<file path="config.mk">
export PLATFORM = sky130hd
export DESIGN_NAME = tick_uart_tx
export DESIGN_NICKNAME = d
export VERILOG_FILES = /design/src/rtl/tick_uart_pkg.sv /design/src/rtl/tick_bit_timer.sv /design/src/rtl/tick_uart_tx.sv
export SDC_FILE = /design/constraint.sdc
export NUM_CORES = 1
export LEC_CHECK = 0
export ABC_CLOCK_PERIOD_IN_PS = 3700
export CAP_MARGIN = 5
export CORE_MARGIN = 4
export CORE_UTILIZATION = 35
export CTS_BUF_LIST = sky130_fd_sc_hd__clkbuf_8
export DETAILED_ROUTE_END_ITERATION = 10
export PLACE_DENSITY = 0.66
export SYNTH_ARGS = -nofsm -noshare
export SYNTH_HDL_FRONTEND = slang
export SYNTH_SLANG_ARGS = --single-unit
</file>
<file path="constraint.sdc">
create_clock -name clk -period 3.7 [get_ports clk]
set_clock_uncertainty 0.1 [all_clocks]
set_input_delay 0.74 -clock clk [delete_from_list [all_inputs] [get_ports clk]]
set_output_delay 0.74 -clock clk [all_outputs]
set_load 0.01 [all_outputs]
</file>
<file path="src/rtl/tick_uart_pkg.sv">
// Shared types and line constants for the tick-driven UART transmitter.
package tick_uart_pkg;

  typedef enum logic [2:0] {
    IDLE,
    START,
    DATA,
    PARITY,
    STOP
  } tx_state_t;

  localparam logic LINE_IDLE  = 1'b1;
  localparam logic LINE_START = 1'b0;

endpackage

</file>
<file path="src/rtl/tick_bit_timer.sv">
// Counts enable pulses and flags the last one of each bit period.
// bit_done is combinational so the FSM can leave the bit on the same edge
// that consumes the final tick.
module tick_bit_timer #(
  parameter int unsigned TICKS_PER_BIT = 4
) (
  input  logic clk,
  input  logic rst,
  input  logic clr,
  input  logic en,
  output logic bit_done
);

  localparam int unsigned CNT_W = (TICKS_PER_BIT > 1) ? $clog2(TICKS_PER_BIT) : 1;
  localparam logic [CNT_W-1:0] CNT_LAST = CNT_W'(TICKS_PER_BIT - 1);

  logic [CNT_W-1:0] cnt_q;
  logic             at_last;

  assign at_last  = (cnt_q == CNT_LAST);
  assign bit_done = en && at_last;

  // Tick counter: cleared on accept, wraps at the end of each bit.
  always_ff @(posedge clk) begin
    if (rst || clr) begin
      cnt_q <= '0;
    end else if (en) begin
      if (at_last) cnt_q <= '0;
      else         cnt_q <= cnt_q + CNT_W'(1);
    end
  end

endmodule

</file>
<file path="src/rtl/tick_uart_tx.sv">
// Tick-paced asynchronous serial transmitter with valid/ready input.
// Optional even parity bit: define TICK_UART_TX_PARITY_EN.
module tick_uart_tx
  import tick_uart_pkg::*;
#(
  parameter int unsigned DATA_W        = 8,
  parameter int unsigned TICKS_PER_BIT = 4
) (
  input  logic              clk,
  input  logic              rst,
  input  logic              tick,
  input  logic [DATA_W-1:0] in_data,
  input  logic              in_valid,
  output logic              in_ready,
  output logic              tx,
  output logic              busy
);

  localparam int unsigned BIT_CNT_W = $clog2(DATA_W);
  localparam logic [BIT_CNT_W-1:0] BIT_LAST = BIT_CNT_W'(DATA_W - 1);

  tx_state_t             state_q, state_d;
  logic [DATA_W-1:0]     shift_q, shift_d;
  logic [BIT_CNT_W-1:0]  bit_cnt_q, bit_cnt_d;
  logic                  tx_d, busy_d, in_ready_d;
  logic                  accept;
  logic                  bit_done;
`ifdef TICK_UART_TX_PARITY_EN
  logic                  parity_q, parity_d;
`endif

  assign accept = in_valid && in_ready;

  tick_bit_timer #(
    .TICKS_PER_BIT(TICKS_PER_BIT)
  ) u_bit_timer (
    .clk      (clk),
    .rst      (rst),
    .clr      (accept),
    .en       (tick && busy),
    .bit_done (bit_done)
  );

  // State, datapath and registered outputs.
  always_ff @(posedge clk) begin
    if (rst) begin
      state_q   <= IDLE;
      shift_q   <= '0;
      bit_cnt_q <= '0;
      tx        <= LINE_IDLE;
      busy      <= 1'b0;
      in_ready  <= 1'b0;
`ifdef TICK_UART_TX_PARITY_EN
      parity_q  <= 1'b0;
`endif
    end else begin
      state_q   <= state_d;
      shift_q   <= shift_d;
      bit_cnt_q <= bit_cnt_d;
      tx        <= tx_d;
      busy      <= busy_d;
      in_ready  <= in_ready_d;
`ifdef TICK_UART_TX_PARITY_EN
      parity_q  <= parity_d;
`endif
    end
  end

  // Next-state, datapath update and next output values.
  always_comb begin
    state_d   = state_q;
    shift_d   = shift_q;
    bit_cnt_d = bit_cnt_q;
`ifdef TICK_UART_TX_PARITY_EN
    parity_d  = parity_q;
`endif

    case (state_q)
      IDLE: begin
        if (accept) begin
          state_d   = START;
          shift_d   = in_data;
          bit_cnt_d = '0;
`ifdef TICK_UART_TX_PARITY_EN
          parity_d  = ^in_data;
`endif
        end
      end
      START: begin
        if (bit_done) state_d = DATA;
      end
      DATA: begin
        if (bit_done) begin
          shift_d = shift_q >> 1;
          if (bit_cnt_q == BIT_LAST) begin
`ifdef TICK_UART_TX_PARITY_EN
            state_d = PARITY;
`else
            state_d = STOP;
`endif
          end else begin
            bit_cnt_d = bit_cnt_q + BIT_CNT_W'(1);
          end
        end
      end
`ifdef TICK_UART_TX_PARITY_EN
      PARITY: begin
        if (bit_done) state_d = STOP;
      end
`endif
      STOP: begin
        if (bit_done) state_d = IDLE;
      end
      default: state_d = IDLE;
    endcase

    case (state_d)
      START:   tx_d = LINE_START;
      DATA:    tx_d = shift_d[0];
`ifdef TICK_UART_TX_PARITY_EN
      PARITY:  tx_d = parity_d;
`endif
      default: tx_d = LINE_IDLE;
    endcase

    busy_d     = (state_d != IDLE);
    in_ready_d = (state_d == IDLE);
  end

endmodule

</file>
==> results.md, run 1 <==
* Status: finished, final reports clean
* Post-Route WL at approximately 1700 um
* Most frequent cells in the layout: 19 x dfxtp_1, 14 x clkdlybuf4s50_1, 10 x a21oi_1
* Count of buffers from port buffering at 14
* Max Slew Vio Count at 0
* Htree depth at 1
* Vias per cell at ~5.7
* Final net count at 124
* Layout fillers at about 240
* Final HPWL from detailed placement at around 1300 um
* I/O pins at 15
* Setup violators final at 0
* Placer Congestion at 0.787
* Die ar. at about 3400 um^2
* ANT cells at 0
* Cell-internal power at 314 uW
* Number of gates resized after cts at 0
* Die X at around 58 um
* CP required at 3740 ps
* Syn-to-layout area delta at 22.6%
* Clock power share at 0.348
* Initial antenna violation count at 0
* Row cnt at 17
* Power density over the cells at between 300 and 400 nW/um^2
* Core area at about 2300 um^2
* Sequential area share after synthesis at 0.434
* Routed length per instance at 12.6 um
* Critical path type: in2reg
* Normalized max-slew margin at 0.567
* Commonest non-fill, non-tap cell in the layout: dfxtp_1
* RSZ-0062 raised after global routing: false
* Min-delay worst type: reg2reg
* TNS Setup at 0 ps
* Via Count at ~770
* Pin count of the biggest net entering global routing at 20
* CTS tree: done
* Average instance area after synthesis at ~9.3 um^2
* Initial drt markers at 16
* Clk_lat worst skew at 260 ps
* Antenna-violating nets left at 0
* Placed insts at 132
* Worst-path maximum fanout at 13
* CTS Buf Count at 3
* Ratio of cells with drive above 1 in the final layout at 0.0648
* Clock Pin Slew Worst Setup and Hold Paths at approximately 70 ps
* Final core utilization at 0.467
* CTS root buf: clkbuf_8
* Die extent in y at ~58 um
* Distinct cell type count of the synthesized netlist at 33
* Clock sinks at 19
* Initial core utilization at 0.381
* Final period util at 0.609
* First-pass DRT Iterations at 4
* IR drop worst, VDD at between 0.15 and 0.2 mV
* Combinational share of power at 0.116
* Leakage at between 0.0003 and 0.0004 uW
* FF/Latch Area at 380 um^2
* Sequential power share at 0.536
* Total Power at between 400 and 500 uW
* GRT overflow at 0
* Startpoint Class: input port
* Fmax at 0.444 GHz
* Cts hold-fix bufs at 0
* Ys Warns at 0
* Final Critical Period at 2250 ps
* Arrival time worst endpoint at about 2300 ps
* Global-route wire length before repair at around 3000 um
* Multi-input gate area at approximately 460 um^2
* Max-Cap Viols at 0
* Cell Area, Synth at 876 um^2
* Post-CTS Setup Repair Bufs at 0
* Hold Vio Cnt, Final at 0
* Vias in the first global route at around 730
* Slew @ Worst Pin at 647 ps
* Worst setup EP type: flop
* Mapped Nets at around 110
* Max clock buf depth at 2
* Post-Layout Cell Count at around 140
* Sw Ratio at 0.232
* Net Sw Power at about 95 uW
* Syn Inst Count at 94
* Total GRT Usage at 0.114
* Flop and latch count out of synthesis at 19
* Drc violations at 0
[sequential cells by signal (all words and copies together), names as in the netlist]
register / cells
tx: 1
busy: 1
shift_q: 8
in_ready: 1
bit_cnt_q: 3
u_bit_timer.cnt_q: 2
state_q: 3
[final timing paths]
kind	startpoint	to	slack (ps)	cells past startpoint
max	in_valid	tx	1450	5
min	shift_q[3]	shift_q[3]	360	2
max reg2reg	bit_cnt_q[0]	busy	1890	6
min reg2reg	shift_q[3]	shift_q[3]	360	2
[final cells by class]
cell class              count  area share
multi-input cells          68       0.429
repair buffers             14       0.131
inverters                   3      0.0105
clock buffers               3      0.0385
clock inverters             1     0.00466
flip-flops and latches     19       0.354
well taps                  28      0.0326
[layer usage]
layer,wire (um),GRT usage,part of all wire,vias up
li1,-,-,-,382
met1,781,0.136,0.45,358
met2,753,0.185,0.44,29
met3,140,0.0245,0.082,5
met4,43,0.0695,0.025,0
met5,0,0,0,-
[metrics by stage]
step | worst slack (ps) | hold slack, ps | cell area, um^2
after floorplan | 1730 | 336 | 876
after global placement | 1190 | 346 | 1030
after detailed placement | 1180 | 350 | 1030
after CTS | 1450 | 360 | 1070
after global routing | 1330 | 383 | 1070
final | 1450 | 357 | 1070
[cell usage after synthesis (all sizes together)]
cell | instances | area, um^2
a22o | 1 | 8.76
o21ai | 3 | 15.0
a2111oi | 1 | 8.76
buf | 2 | 16.3
or4 | 1 | 7.51
inv | 3 | 11.3
clkbuf | 2 | 7.51
nand2 | 9 | 33.8
a22oi | 9 | 67.6
ha | 3 | 37.5
nand3b | 1 | 7.51
o21ba | 1 | 10.0
nand3 | 3 | 15.0
a311oi | 1 | 8.76
and2 | 2 | 12.5
nor3 | 1 | 5.00
or3b | 2 | 17.5
and4bb | 1 | 16.3
o2111ai | 2 | 17.5
a221oi | 1 | 8.76
a221o | 1 | 10.0
nor3b | 2 | 26.3
nand4 | 1 | 6.26
a21oi | 10 | 50.1
dfxtp | 19 | 380
xor2 | 1 | 8.76
and3 | 1 | 11.3
nor2 | 5 | 18.8
a31oi | 1 | 6.26
or3 | 2 | 12.5
nor2b | 2 | 12.5
[logic make-up after synthesis]
logic type / count (synthesis) / share of synthesized area
xor gates and xnor gates: 1 / 0.0100
DFF: 19 / 0.434
buffers and inverters: 7 / 0.0400
AOI/OAI and AO/OA: 31 / 0.241
and+or+nand+nor: 33 / 0.231
adders and majority gates: 3 / 0.0429
[critical path, stage by stage]
cell             delay (ps)
clkdlybuf4s50_1         500
and4bb_4                260
and2_1                  400
a311oi_1                 90
or3_1                   310
[power by group through the flow]
stage	registers (uW)	logic [uW]	clock network, uW
4_1_cts	219	47.8	149
2_1_floorplan	225	24.2	0
3_3_place_gp	224	47.2	0
5_1_grt	221	52.6	155
6_report	219	47.4	143
3_5_place_dp	224	47.6	0
Note: power is estimated with default switching activity, not from simulation.
==> run 2: changes to the inputs <==
- ABC_CLOCK_PERIOD_IN_PS: 3700 -> 2200
- clock period: 3.7 -> 2.2 ns (I/O delays scaled with it)
==> run 2 against run 1 <==
Net effect: setup slack worse by 1200 ps; design area up 2.0%; count of clock-buffer cells in the layout unchanged; utilization up 0.93 points; wire length up 4.8%; combinational power up 82%; first-iteration DRC count up 31%; die area unchanged; sequential power up 69%; register-to-register slack worse by 1500 ps; hold slack better by 2.0 ps; largest cell class unchanged.
==> results.md, run 2 (same netlist as run 1, synthesis figures left out) <==
* Ratio of cells with drive above 1 in the final layout at 0.0811 (was 0.0648)
* Die extent in y at 58.0 um (unchanged)
* Antenna-violating nets left at 0 (unchanged)
* Syn-to-layout area delta at 25.0% (was 22.6%)
* Critical path type: in2reg (unchanged)
* Pin count of the biggest net entering global routing at 11 (was 20)
* CTS Buf Count at 3 (unchanged)
* TNS Setup at 0 ps (unchanged)
* Leakage at 0.000390 uW (was 0.000374 uW)
* Final Critical Period at between 1500 and 2000 ps
* Number of gates resized after cts at 0 (unchanged)
* GRT overflow at 0 (unchanged)
* Die X at 58.0 um (unchanged)
* Fmax at between 0.5 and 0.6 GHz
* Die ar. at 3370 um^2 (unchanged)
* Power density over the cells at 631 nW/um^2 (was 381 nW/um^2)
* Htree depth at 1 (unchanged)
* Worst setup EP type: flop (unchanged)
* Largest regs: shift_q (8), bit_cnt_q (3), state_q (3) (unchanged)
* ANT cells at 0 (unchanged)
* CTS root buf: clkbuf_8 (unchanged)
* IR drop worst, VDD at 0.433 mV (was 0.175 mV)
* CP required at 2250 ps (was 3740 ps)
* Setup violators final at 0 (unchanged)
* CTS tree: done (unchanged)
* Vias in the first global route at 743 (was 731)
* Final HPWL from detailed placement at 1330 um (was 1250 um)
* Layout fillers at 244 (was 236)
* Commonest non-fill, non-tap cell in the layout: dfxtp_1 (unchanged)
* Normalized max-slew margin at 0.740 (was 0.567)
* Routed length per instance at 12.9 um (was 12.6 um)
* Status: finished, final reports clean (unchanged)
* Clk_lat worst skew at 250 ps (was 260 ps)
* Startpoint Class: input port (unchanged)
* Post-CTS Setup Repair Bufs at 0 (unchanged)
* Max-Cap Viols at 0 (unchanged)
* Global-route wire length before repair at 3190 um (was 3020 um)
* Cts hold-fix bufs at 0 (unchanged)
* Hold Vio Cnt, Final at 0 (unchanged)
* RSZ-0062 raised after global routing: false (unchanged)
* Placer Congestion at 0.852 (was 0.787)
* First-pass DRT Iterations at 4 (unchanged)
* Post-Layout Cell Count at 139 (was 136)
* Initial drt markers at 21 (was 16)
* Post-Route WL at 1800 um (was 1720 um)
* Most frequent cells in the layout: 19 x dfxtp_1, 14 x clkdlybuf4s50_1, 10 x a21oi_1 (unchanged)
* Largest Register: shift_q (unchanged)
* Clock sinks at 19 (unchanged)
* Worst-path maximum fanout at 8 (was 13)
* Max Slew Vio Count at 0 (unchanged)
* Row cnt at 17 (unchanged)
* Final period util at 0.873
* Total GRT Usage at 0.119 (was 0.114)
* Max clock buf depth at 2 (unchanged)
* Clock Pin Slew Worst Setup and Hold Paths at 70 ps (about the same)
* Count of buffers from port buffering at 14 (unchanged)
* Initial core utilization at 0.381 (unchanged)
* Core area at 2300 um^2 (unchanged)
* Final net count at 127 (was 124)
* Min-delay worst type: reg2reg (unchanged)
* Via Count at 756 (was 774)
* Max FFs per register at 8 (unchanged)
* Placed insts at 135 (was 132)
* I/O pins at 15 (unchanged)
* Slew @ Worst Pin at 388 ps (was 647 ps)
* Vias per cell at 5.44 (was 5.69)
* Initial antenna violation count at 0 (unchanged)
* Arrival time worst endpoint at 1970 ps (was 2300 ps)
* Drc violations at 0 (unchanged)
[run 2: cell types whose count changed in the layout (fill, tap and decap cells not counted), sizes merged]
cell    change
buf         +3
clkinv      -1
inv         +1
[run 2: cell type report]
type / instances / area (um^2) / area share
Inverter: 3 / 11.3 / 0.0103
Timing Repair Buffer: 17 / 163 / 0.149
Tap cell: 28 / 35.0 / 0.0320
Clock inverter: 1 / 3.75 / 0.00343
Sequential cell: 19 / 380 / 0.347
Clock buffer: 3 / 41.3 / 0.0377
Multi-Input combinational cell: 68 / 460 / 0.421
[run 2: metal layers]
layer / track usage / vias up / wire [um]
met2: 0.190 / 19 / 851
met3: 0.0445 / 0 / 123
met4: 0.0331 / 0 / 0
li1: - / 385 / -
met5: 0 / - / 0
met1: 0.150 / 352 / 825
[run 2: critical path, cell delays in order]
cell	delay, ps
clkdlybuf4s50_1	480
and3_4	240
a22o_1	230
or3_1	390
o21ba_1	180
[run 2: path summary, 6_finish.rpt]
check / start / to / slack, ps / cells after the start
worst max-delay path: tick / busy / 280 / 5
worst min-delay path: shift_q[4] / shift_q[4] / 360 / 2
worst max register to register: bit_cnt_q[0] / busy / 410 / 6
worst min register to register: shift_q[4] / shift_q[4] / 360 / 2
[run 2: report_power, final]
part	internal [uW]	switching, uW
clock	124	111
combinational	48.6	37.8
sequential	359	10.9
total	531	160
[run 2: through the flow]
step           total power (uW)  hold slack [ps]  utilization  worst slack [ps]  area [um^2]
4_1_cts                     700              361        0.477               289         1090
3_5_place_dp                464              351        0.457              24.0         1050
6_report                    691              359        0.477               280         1090
3_3_place_gp                462              344        0.457              62.7         1050
2_1_floorplan               418              336            -               426          876
5_1_grt                     728              384        0.477               198         1090
